`config.mk`:
```
export PLATFORM = sky130hd
export DESIGN_NAME = read_arbiter
export DESIGN_NICKNAME = d
export VERILOG_FILES = /design/src/rtl/read_arbiter_pkg.sv /design/src/rtl/read_arbiter_fifo.sv /design/src/rtl/read_arbiter.sv
export SDC_FILE = /design/constraint.sdc
export NUM_CORES = 1
export LEC_CHECK = 0
export ABC_CLOCK_PERIOD_IN_PS = 2700
export CAP_MARGIN = 20
export CORE_MARGIN = 8
export CORE_UTILIZATION = 33
export DETAILED_ROUTE_END_ITERATION = 10
export GPL_ROUTABILITY_DRIVEN = 1
export GPL_TIMING_DRIVEN = 0
export PLACE_DENSITY = 0.88
export SLEW_MARGIN = 20
export SYNTH_ARGS = -nofsm -noshare
export SYNTH_HDL_FRONTEND = slang
export SYNTH_SLANG_ARGS = --single-unit
```
`constraint.sdc`:
```
create_clock -name clk -period 2.7 [get_ports clk]
set_input_delay 0.27 -clock clk [delete_from_list [all_inputs] [get_ports clk]]
set_output_delay 0.27 -clock clk [all_outputs]
set_load 0.02 [all_outputs]
```
`src/rtl/read_arbiter_pkg.sv`:
```
// read_arbiter_pkg: FSM encodings, default slave address span and a width helper
// shared by the read-path arbiter and its per-master order queues.
package read_arbiter_pkg;
   typedef enum logic {AR_IDLE, AR_ALLOW} ar_state_e;
   typedef enum logic {R_IDLE, R_BURST} r_state_e;
   localparam logic [31:0] SLICE_SIZE_DEFAULT = 32'h0001_0000;
   function automatic int clog2w(input int n);
      return (n > 1) ? $clog2(n) : 1;
   endfunction
endpackage

```
`src/rtl/read_arbiter_fifo.sv`:
```
// rd_order_fifo: per-master in-order queue of target slave indices; a push and a
// pop in the same cycle are both honoured, including a push while full.
module rd_order_fifo
   import read_arbiter_pkg::*;
#(
   parameter int DATA_WIDTH = 1,
   parameter int DEPTH      = 2
) (
   input  logic                  clk,
   input  logic                  clr,
   input  logic                  write_en,
   input  logic                  read_en,
   input  logic [DATA_WIDTH-1:0] data_in,
   output logic [DATA_WIDTH-1:0] head,
   output logic                  empty,
   output logic                  full
);
   localparam int PW = clog2w(DEPTH);
   localparam int CW = $clog2(DEPTH + 1);
   logic [DATA_WIDTH-1:0] mem_q [DEPTH];
   logic [DATA_WIDTH-1:0] mem_d [DEPTH];
   logic [PW-1:0] wr_q, wr_d, rd_q, rd_d;
   logic [CW-1:0] cnt_q, cnt_d;
   function automatic logic [PW-1:0] inc(input logic [PW-1:0] p);
      return (p == PW'(DEPTH - 1)) ? '0 : p + 1'b1;
   endfunction
   always_comb begin
      mem_d = mem_q;
      if (write_en) mem_d[wr_q] = data_in;
      wr_d  = write_en ? inc(wr_q) : wr_q;
      rd_d  = read_en ? inc(rd_q) : rd_q;
      cnt_d = cnt_q + CW'(write_en) - CW'(read_en);
   end
   always_ff @(posedge clk or negedge clr) begin
      if (!clr) begin
         mem_q <= '{default: '0};
         wr_q  <= '0;
         rd_q  <= '0;
         cnt_q <= '0;
      end else begin
         mem_q <= mem_d;
         wr_q  <= wr_d;
         rd_q  <= rd_d;
         cnt_q <= cnt_d;
      end
   end
   assign head  = mem_q[rd_q];
   assign empty = (cnt_q == '0);
   assign full  = (cnt_q == CW'(DEPTH));
endmodule

```
`src/rtl/read_arbiter.sv`:
```
// read_arbiter: round-robin AR arbitration with address decode, plus in-order
// R-burst routing replayed from per-master queues of target slaves.
module read_arbiter
   import read_arbiter_pkg::*;
#(
   parameter int          M                     = 2,
   parameter int          S                     = 2,
   parameter int          NUM_OUTSTANDING_TRANS = 2,
   parameter int          ADDR_WIDTH            = 32,
   parameter logic [31:0] SLICE_SIZE            = SLICE_SIZE_DEFAULT
) (
   input  logic                             clk,
   input  logic                             clr,
   input  logic [M-1:0]                     AR_valid_f,
   input  logic [M*ADDR_WIDTH-1:0]          AR_addr_f,
   output logic [M-1:0]                     AR_grant_f,
   output logic [M*clog2w(S)-1:0]           AR_sel_f,
   input  logic [S-1:0]                     R_valid_f,
   input  logic [S-1:0]                     R_last_f,
   input  logic [M-1:0]                     R_ready_f,
   output logic [S-1:0]                     R_grant_f,
   output logic [S*clog2w(M)-1:0]           R_sel_f,
   output logic [M-1:0]                     R_mgrant_f,
   output logic [M*clog2w(S)-1:0]           R_msel_f
);
   localparam int SW = clog2w(S);
   localparam int MW = clog2w(M);
   ar_state_e ar_state_q, ar_state_d;
   r_state_e  r_state_q, r_state_d;
   logic [MW-1:0] ar_ptr_q, ar_ptr_d, r_ptr_q, r_ptr_d;
   logic [SW-1:0] r_slave_q, r_slave_d;
   logic [SW-1:0] sel  [M];
   logic [SW-1:0] head [M];
   logic [M-1:0]  push, pop, empty, full;
   function automatic logic [MW-1:0] nxt(input logic [MW-1:0] p);
      return (p == MW'(M - 1)) ? '0 : p + 1'b1;
   endfunction
   always_comb begin
      for (int i = 0; i < M; i++)
         sel[i] = SW'((AR_addr_f[i*ADDR_WIDTH +: ADDR_WIDTH] / ADDR_WIDTH'(SLICE_SIZE)) % ADDR_WIDTH'(S));
   end
   // A full queue still accepts a push when the R side pops it this cycle.
   always_comb begin
      ar_state_d = ar_state_q;
      ar_ptr_d   = ar_ptr_q;
      push       = '0;
      AR_grant_f = '0;
      AR_sel_f   = '0;
      if (ar_state_q == AR_IDLE) begin
         if (AR_valid_f[ar_ptr_q] && (!full[ar_ptr_q] || pop[ar_ptr_q])) begin
            push[ar_ptr_q] = 1'b1;
            ar_state_d     = AR_ALLOW;
         end else begin
            ar_ptr_d = nxt(ar_ptr_q);
         end
      end else begin
         AR_grant_f[ar_ptr_q]            = 1'b1;
         AR_sel_f[ar_ptr_q*SW +: SW]     = sel[ar_ptr_q];
         if (!AR_valid_f[ar_ptr_q]) begin
            ar_state_d = AR_IDLE;
            ar_ptr_d   = nxt(ar_ptr_q);
         end
      end
   end
   always_comb begin
      r_state_d  = r_state_q;
      r_ptr_d    = r_ptr_q;
      r_slave_d  = r_slave_q;
      pop        = '0;
      R_grant_f  = '0;
      R_sel_f    = '0;
      R_mgrant_f = '0;
      R_msel_f   = '0;
      if (r_state_q == R_IDLE) begin
         if (!empty[r_ptr_q] && R_valid_f[head[r_ptr_q]] && R_ready_f[r_ptr_q]) begin
            pop[r_ptr_q] = 1'b1;
            r_slave_d    = head[r_ptr_q];
            r_state_d    = R_BURST;
         end else begin
            r_ptr_d = nxt(r_ptr_q);
         end
      end else begin
         R_grant_f[r_slave_q]          = 1'b1;
         R_sel_f[r_slave_q*MW +: MW]   = r_ptr_q;
         R_mgrant_f[r_ptr_q]           = 1'b1;
         R_msel_f[r_ptr_q*SW +: SW]    = r_slave_q;
         if (R_valid_f[r_slave_q] && R_ready_f[r_ptr_q] && R_last_f[r_slave_q]) begin
            r_state_d = R_IDLE;
            r_ptr_d   = nxt(r_ptr_q);
         end
      end
   end
   always_ff @(posedge clk or negedge clr) begin
      if (!clr) begin
         ar_state_q <= AR_IDLE;
         r_state_q  <= R_IDLE;
         ar_ptr_q   <= '0;
         r_ptr_q    <= '0;
         r_slave_q  <= '0;
      end else begin
         ar_state_q <= ar_state_d;
         r_state_q  <= r_state_d;
         ar_ptr_q   <= ar_ptr_d;
         r_ptr_q    <= r_ptr_d;
         r_slave_q  <= r_slave_d;
      end
   end
   for (genvar g = 0; g < M; g++) begin : g_q
      rd_order_fifo #(
         .DATA_WIDTH(SW),
         .DEPTH     (NUM_OUTSTANDING_TRANS)
      ) u_fifo (
         .clk     (clk),
         .clr     (clr),
         .write_en(push[g]),
         .read_en (pop[g]),
         .data_in (sel[g]),
         .head    (head[g]),
         .empty   (empty[g]),
         .full    (full[g])
      );
   end
endmodule

```
==> flow_summary.yaml, run 1 <==
clock_tree:
  cts_sinks: 17
  cts-root-buf: "clkbuf_4"
  htreeDepth: 1
  clkLatencyLatePin_ps: 290
  cts_made_buffers: 3
  postCtsSetupBuffers: 0
  cts_hold_buf: 0
  tritoncts: "done"
  cts_buffer_depth: 2
  ctsResizeCount: 0
  cts.clk_slew.worst_paths_ps: 100
logic_synthesis:
  syn-cell-area_mm2: 0.00108
  synth_cells: 113
  syn-mean-instance-area_um2: 9.53
  seq_area_frac_synth: 0.395
  synth_top_area_cell: "dfrtp_1"
  yosys-top-cells-area: "dfrtp_1 (39%), ha_1 (4.6%), mux2i_1 (3.7%), and2_1 (3.5%), xnor2_1 (3.3%)"
  synth_compound_area_frac: 0.134
  yosys.area_share.simple: 0.215
  synth_seq_cells: 17
  synth_ff_type: "dfrtp_1"
  synth_cell_types: 39
  yosysMostFrequentCell: "dfrtp_1"
  synth_top_area_share: 0.395
  synth_top_family_by_area: "simple AND/OR/NAND/NOR gates"
  synth_warnings: 0
  synth-xor-area-share: 0.0650
  synth_commonest_cells: "dfrtp_1 (17), nand2_1 (8), inv_1 (7)"
  synth_async_sr_flop_share: 1.00
  synth_edf_count: 0
  syn_nets: 191
  synthAdderAreaFrac: 0.0465
  synthMuxAreaShare: 0.102
global_route:
  grt_use_met2: 0.144
  grtUsageMet1: 0.112
  grt_first_pass_wirelength_um: 3720
  grt_max_degree: 18
  busiest_layer: "met2"
  grt_pass1_vias: 817
  grt_use_met3: 0.0220
  grt_util_all_layers: 0.0887
  antenna_found_initial: 0
  overflow: 0
floorplan:
  design.core.area_mm2: 0.00308
  rows: 20
  io_pins: 86
  dieArea_mm2: 0.00535
  die_h_um: 73.1
  dieWidth_um: 73.1
  initial_core_util: 0.350
place:
  dp_hpwl_um: 1780
  routabilityCongestion: 0.797
  io_buffers: 23
route:
  wl_per_cell_um: 11.9
  initialDrtViolationCount: 33
  drtPass1Iterations: 4
  antenna_left: 0
  route.detailed.drc: 0
  viasPerCell: 4.72
  wl_um: 2190
  vias: 869
setup_path:
  worst_ep_required_time_ps: 2910
  critical_path_class: "reg2reg"
  cp.arrival_ps: 2580
  start_kind: "flop"
  path_max_fanout: 10
  end_kind: "flop"
  reg2reg_from: "r_ptr_q$_DFFE_PN0P_"
  startpoint: "r_ptr_q$_DFFE_PN0P_"
finish:
  layout-drive-gt1-share: 0.0929
  syn2layout_area_growth_pct: 28.9
  num_antenna_cells: 0
  utilization: 0.451
  nNetsFinal: 219
  fillers: 313
timing:
  tightest_slew_ps: 758
  fin_crit_sh: 0.876
  setup_viol: 0
  final.setup.tns_ps: 0
  post-route-min-period_ps: 2370
  rsz0062_at_grt: "no"
  relSlewSlack: 0.493
  max_freq_mhz: 423
  finalHoldViolations: 0
  final.setup_skew_ps: 6.47
  final_max_slew_viol_count: 0
  hold_ws_ps: 421
pwr:
  p_per_area_mw_per_mm2: 1090
  ir_worst_vdd_v: 0.000473
  power_mw: 1.51
  p_leak_nw: 0.593
run:
  maxCapViolCount: 0
status:
  status: "finished clean"
hold_path:
  holdCritPathClass: "in2async"
-- placed cells by master, fill, tap and decap left out, types with 2 or more instances in the layout --
master,n
nand2_1,8
and3_1,2
nor2_1,6
nor2b_1,2
o21ai_0,4
or2_2,3
mux2i_1,4
o22ai_1,2
inv_1,7
and2_1,6
ha_1,4
o211ai_1,2
clkbuf_4,3
clkdlybuf4s50_1,23
a31oi_1,2
mux2_2,3
a21oi_1,5
mux2_1,2
clkbuf_1,3
xor2_1,4
dfrtp_1,17
nand2b_1,5
nor3_1,2
xnor2_1,4
-- critical path, cell delays in order, from the launching register on --
cell	delay, ps
dfrtp_1	370
buf_2	170
nand2b_1	210
a211oi_1	450
o21a_1	230
and2_1	180
ha_1	230
inv_1	50
ha_1	140
xnor2_1	130
xnor2_1	130
-- flip-flops by register name, summed over array words and instances, names as in the netlist --
signal / count
ar_ptr_q: 1
r_ptr_q: 1
g_q.u_fifo.cnt_q: 4
r_state_q: 1
g_q.u_fifo.rd_q: 2
g_q.u_fifo.mem_q: 4
g_q.u_fifo.wr_q: 2
ar_state_q: 1
r_slave_q: 1
-- layout make-up --
class	instances	area [µm²]	share of cell area
inverter	7	26.3	0.0189
buffer	4	20.0	0.0144
clock buffer	4	26.3	0.0189
multi-input combinational	85	606	0.436
tap	44	55.1	0.0396
sequential	17	425	0.306
timing repair buffer	23	230	0.166
-- cell families after synthesis --
group,Yosys count
DFF,17
buffers and inverters,11
xor gates and xnor gates,8
AOI/OAI and AO/OA,22
muxes,10
and+or+nand+nor,41
adders and majority gates,4
-- metrics by stage --
| step | instance area, µm² | instances | setup WS [ps] |
|---|---|---|---|
| 4_1_cts | 1390 | 184 | 327 |
| 2_1_floorplan | 1080 | 113 | 593 |
| 3_5_place_dp | 1360 | 180 | 184 |
| 5_1_grt | 1390 | 184 | 164 |
| 3_3_place_gp | 1360 | 180 | 199 |
| 6_report | 1390 | 184 | 333 |
-- final timing paths --
check | end | slack [ps] | cells past startpoint
hold / removal | g_q[0].u_fifo.cnt_q[1]$_DFF_PN0_ | 420 | 1
max in group asynchronous | r_slave_q$_DFFE_PN0P_ | 1800 | 1
setup reg to reg | g_q[1].u_fifo.cnt_q[1]$_DFF_PN0_ | 330 | 10
hold reg to reg | g_q[1].u_fifo.rd_q$_DFFE_PN0P_ | 500 | 1
min in group clk | g_q[1].u_fifo.rd_q$_DFFE_PN0P_ | 500 | 1
setup / recovery | g_q[1].u_fifo.cnt_q[1]$_DFF_PN0_ | 330 | 10
-- report_power, final --
group / total [mW] / leakage, nW / switching (mW) / internal, mW
Combinational: 0.864 / 0.376 / 0.440 / 0.425
Sequential: 0.512 / 0.202 / 0.124 / 0.388
Clock: 0.136 / 0.0150 / 0.0790 / 0.0573
Total: 1.51 / 0.593 / 0.643 / 0.870
-- layer usage --
metal / routed length (µm) / vias to the layer above
met3: 109 / 4
met4: 19 / 0
met2: 952 / 23
li1: - / 452
met1: 1110 / 390
met5: 0 / -
(Power assumes the default switching activity.)
==> run 2, diff against run 1 <==
HOLD_SLACK_MARGIN = 0.12   (was not set)
==> results of run 2 <==
Same layout as run 1: the final DEF is identical, and so are final timing and power.
==> run 3, diff against run 2 <==
CORE_ASPECT_RATIO = 0.75   (was not set)
==> run 3 against run 2 <==
Net effect:
- register-to-register slack got worse by 70 ps
- first-iteration DRC count rose by 67%
- wire length rose by 5.2%
- combinational power rose by 1%
- hold slack improved by 47 ps
- via count rose by 1.5%
- design area rose by 0.99%
- largest cell class unchanged
- largest power group unchanged
==> flow_summary.yaml, run 3 (synthesis results as in run 1) <==
timing:
  final.setup.tns_ps: 0
  max_freq_mhz: 411
  relSlewSlack: 0.491
  final_max_slew_viol_count: 0
  post-route-min-period_ps: 2430
  setup_viol: 0
  fin_crit_sh: 0.901
  rsz0062_at_grt: "no"
  hold_ws_ps: 468
  tightest_slew_ps: 761
  finalHoldViolations: 0
  final.setup_skew_ps: 0.973
floorplan:
  initial_core_util: 0.337
  design.core.area_mm2: 0.00320
  io_pins: 86
  dieArea_mm2: 0.00537
  die_h_um: 65.5
  rows: 18
  dieWidth_um: 82.0
finish:
  nNetsFinal: 219
  final_cell_mix: "clkdlybuf4s50_1 (23), dfrtp_1 (17), nand2_1 (8)"
  syn2layout_area_growth_pct: 30.2
  layout_commonest_cell: "clkdlybuf4s50_1"
  layout.cells.non_filler: 180
  utilization: 0.439
  num_antenna_cells: 0
  largestRegisters: "g_q.u_fifo.cnt_q (4), g_q.u_fifo.mem_q (4)"
  layout-drive-gt1-share: 0.0929
clock_tree:
  cts-root-buf: "clkbuf_8"
  clkLatencyLatePin_ps: 250
  cts_made_buffers: 3
  cts_buffer_depth: 2
  cts_hold_buf: 0
  tritoncts: "done"
  cts.clk_slew.worst_paths_ps: 60
  htreeDepth: 1
  cts_sinks: 17
  ctsResizeCount: 0
  postCtsSetupBuffers: 0
route:
  vias: 882
  initialDrtViolationCount: 55
  wl_per_cell_um: 12.8
  viasPerCell: 4.90
  antenna_left: 0
  wl_um: 2310
  drtPass1Iterations: 4
  route.detailed.drc: 0
place:
  io_buffers: 23
  routabilityCongestion: 0.810
  dp_hpwl_um: 1830
  placed_cells: 176
hold_path:
  holdCritPathClass: "in2async"
global_route:
  grt_util_all_layers: 0.0951
  grt_pass1_vias: 898
  grt_max_degree: 18
  overflow: 0
  grt_first_pass_wirelength_um: 4100
  antenna_found_initial: 0
pwr:
  p_leak_nw: 0.601
  ir_worst_vdd_v: 0.000442
  p_per_area_mw_per_mm2: 1120
status:
  status: "finished clean"
setup_path:
  worst_ep_required_time_ps: 2870
  critical_path_class: "reg2reg"
  end_kind: "flop"
  path_max_fanout: 10
  crit_chain: "buf_2 > nand2b_1 > a211oi_1 > o21a_1 > and2_1 > ha_1 > inv_1 > ha_1 > xnor2_1 > xnor2_1"
  worst_path_max_delay_cell: "a211oi_1"
  worstRegToRegCells: 10
  cp.arrival_ps: 2610
  start_kind: "flop"
  slowest_delay_ps: 480
run:
  maxCapViolCount: 0
==> run 3: cell types whose count changed in the layout (fill, tap and decap cells not counted) <==
cell / change
clkbuf_8: +3
clkbuf_4: -3
==> run 3: power breakdown <==
part / total (mW) / internal (mW) / leakage, nW / switching (mW)
Sequential: 0.512 / 0.389 / 0.202 / 0.123
Clock: 0.189 / 0.105 / 0.0228 / 0.0842
Combinational: 0.873 / 0.425 / 0.376 / 0.449
==> run 3: stage by stage <==
stage | setup WS (ps) | power [mW] | cell area (µm²)
6_report | 267 | 1.57 | 1400
5_1_grt | 131 | 1.72 | 1400
4_1_cts | 279 | 1.59 | 1400
3_5_place_dp | 122 | 1.39 | 1360
3_3_place_gp | 198 | 1.36 | 1360
2_1_floorplan | 593 | 1.11 | 1080
==> run 3: path summary, 6_finish.rpt <==
kind / start / slack, ps / end
min reg2reg: g_q[0].u_fifo.wr_q$_DFFE_PN0N_ / 500 / g_q[0].u_fifo.wr_q$_DFFE_PN0N_
min in group clk: g_q[0].u_fifo.wr_q$_DFFE_PN0N_ / 500 / g_q[0].u_fifo.wr_q$_DFFE_PN0N_
max in group asynchronous: clr / 1760 / g_q[1].u_fifo.mem_q[1]$_DFFE_PN0P_
max: r_ptr_q$_DFFE_PN0P_ / 270 / g_q[1].u_fifo.cnt_q[1]$_DFF_PN0_
max reg2reg: r_ptr_q$_DFFE_PN0P_ / 270 / g_q[1].u_fifo.cnt_q[1]$_DFF_PN0_
min: clr / 470 / r_state_q$_DFF_PN0_
==> run 3: routing by layer <==
| metal | track usage | up-vias | share of wire |
|---|---|---|---|
| li1 | - | 452 | - |
| met1 | 0.130 | 401 | 0.51 |
| met2 | 0.142 | 29 | 0.41 |
| met3 | 0.0368 | 0 | 0.083 |
| met4 | 0.0131 | 0 | 0 |
| met5 | 0 | - | 0 |
==> run 3: area by class of cell <==
| type | count | area (µm²) |
|---|---|---|
| plain buffers | 4 | 20.0 |
| clock buffers | 4 | 45.0 |
| fillers | 313 | 1800 |
| inverters | 7 | 26.3 |
| multi-input cells | 85 | 606 |
| flip-flops and latches | 17 | 425 |
| well taps | 40 | 50.0 |
| repair buffers | 23 | 230 |
==> run 3: critical path, delay by kind of cell, from the launching register on <==
kind	cells	cell delay (ps)
buffers and inverters	2	230
adder cells (fa/ha/maj)	2	380
AND/OR/NAND/NOR	2	400
XOR/XNOR	2	270
AO/OA/AOI/OAI	2	730
flip-flops	1	350
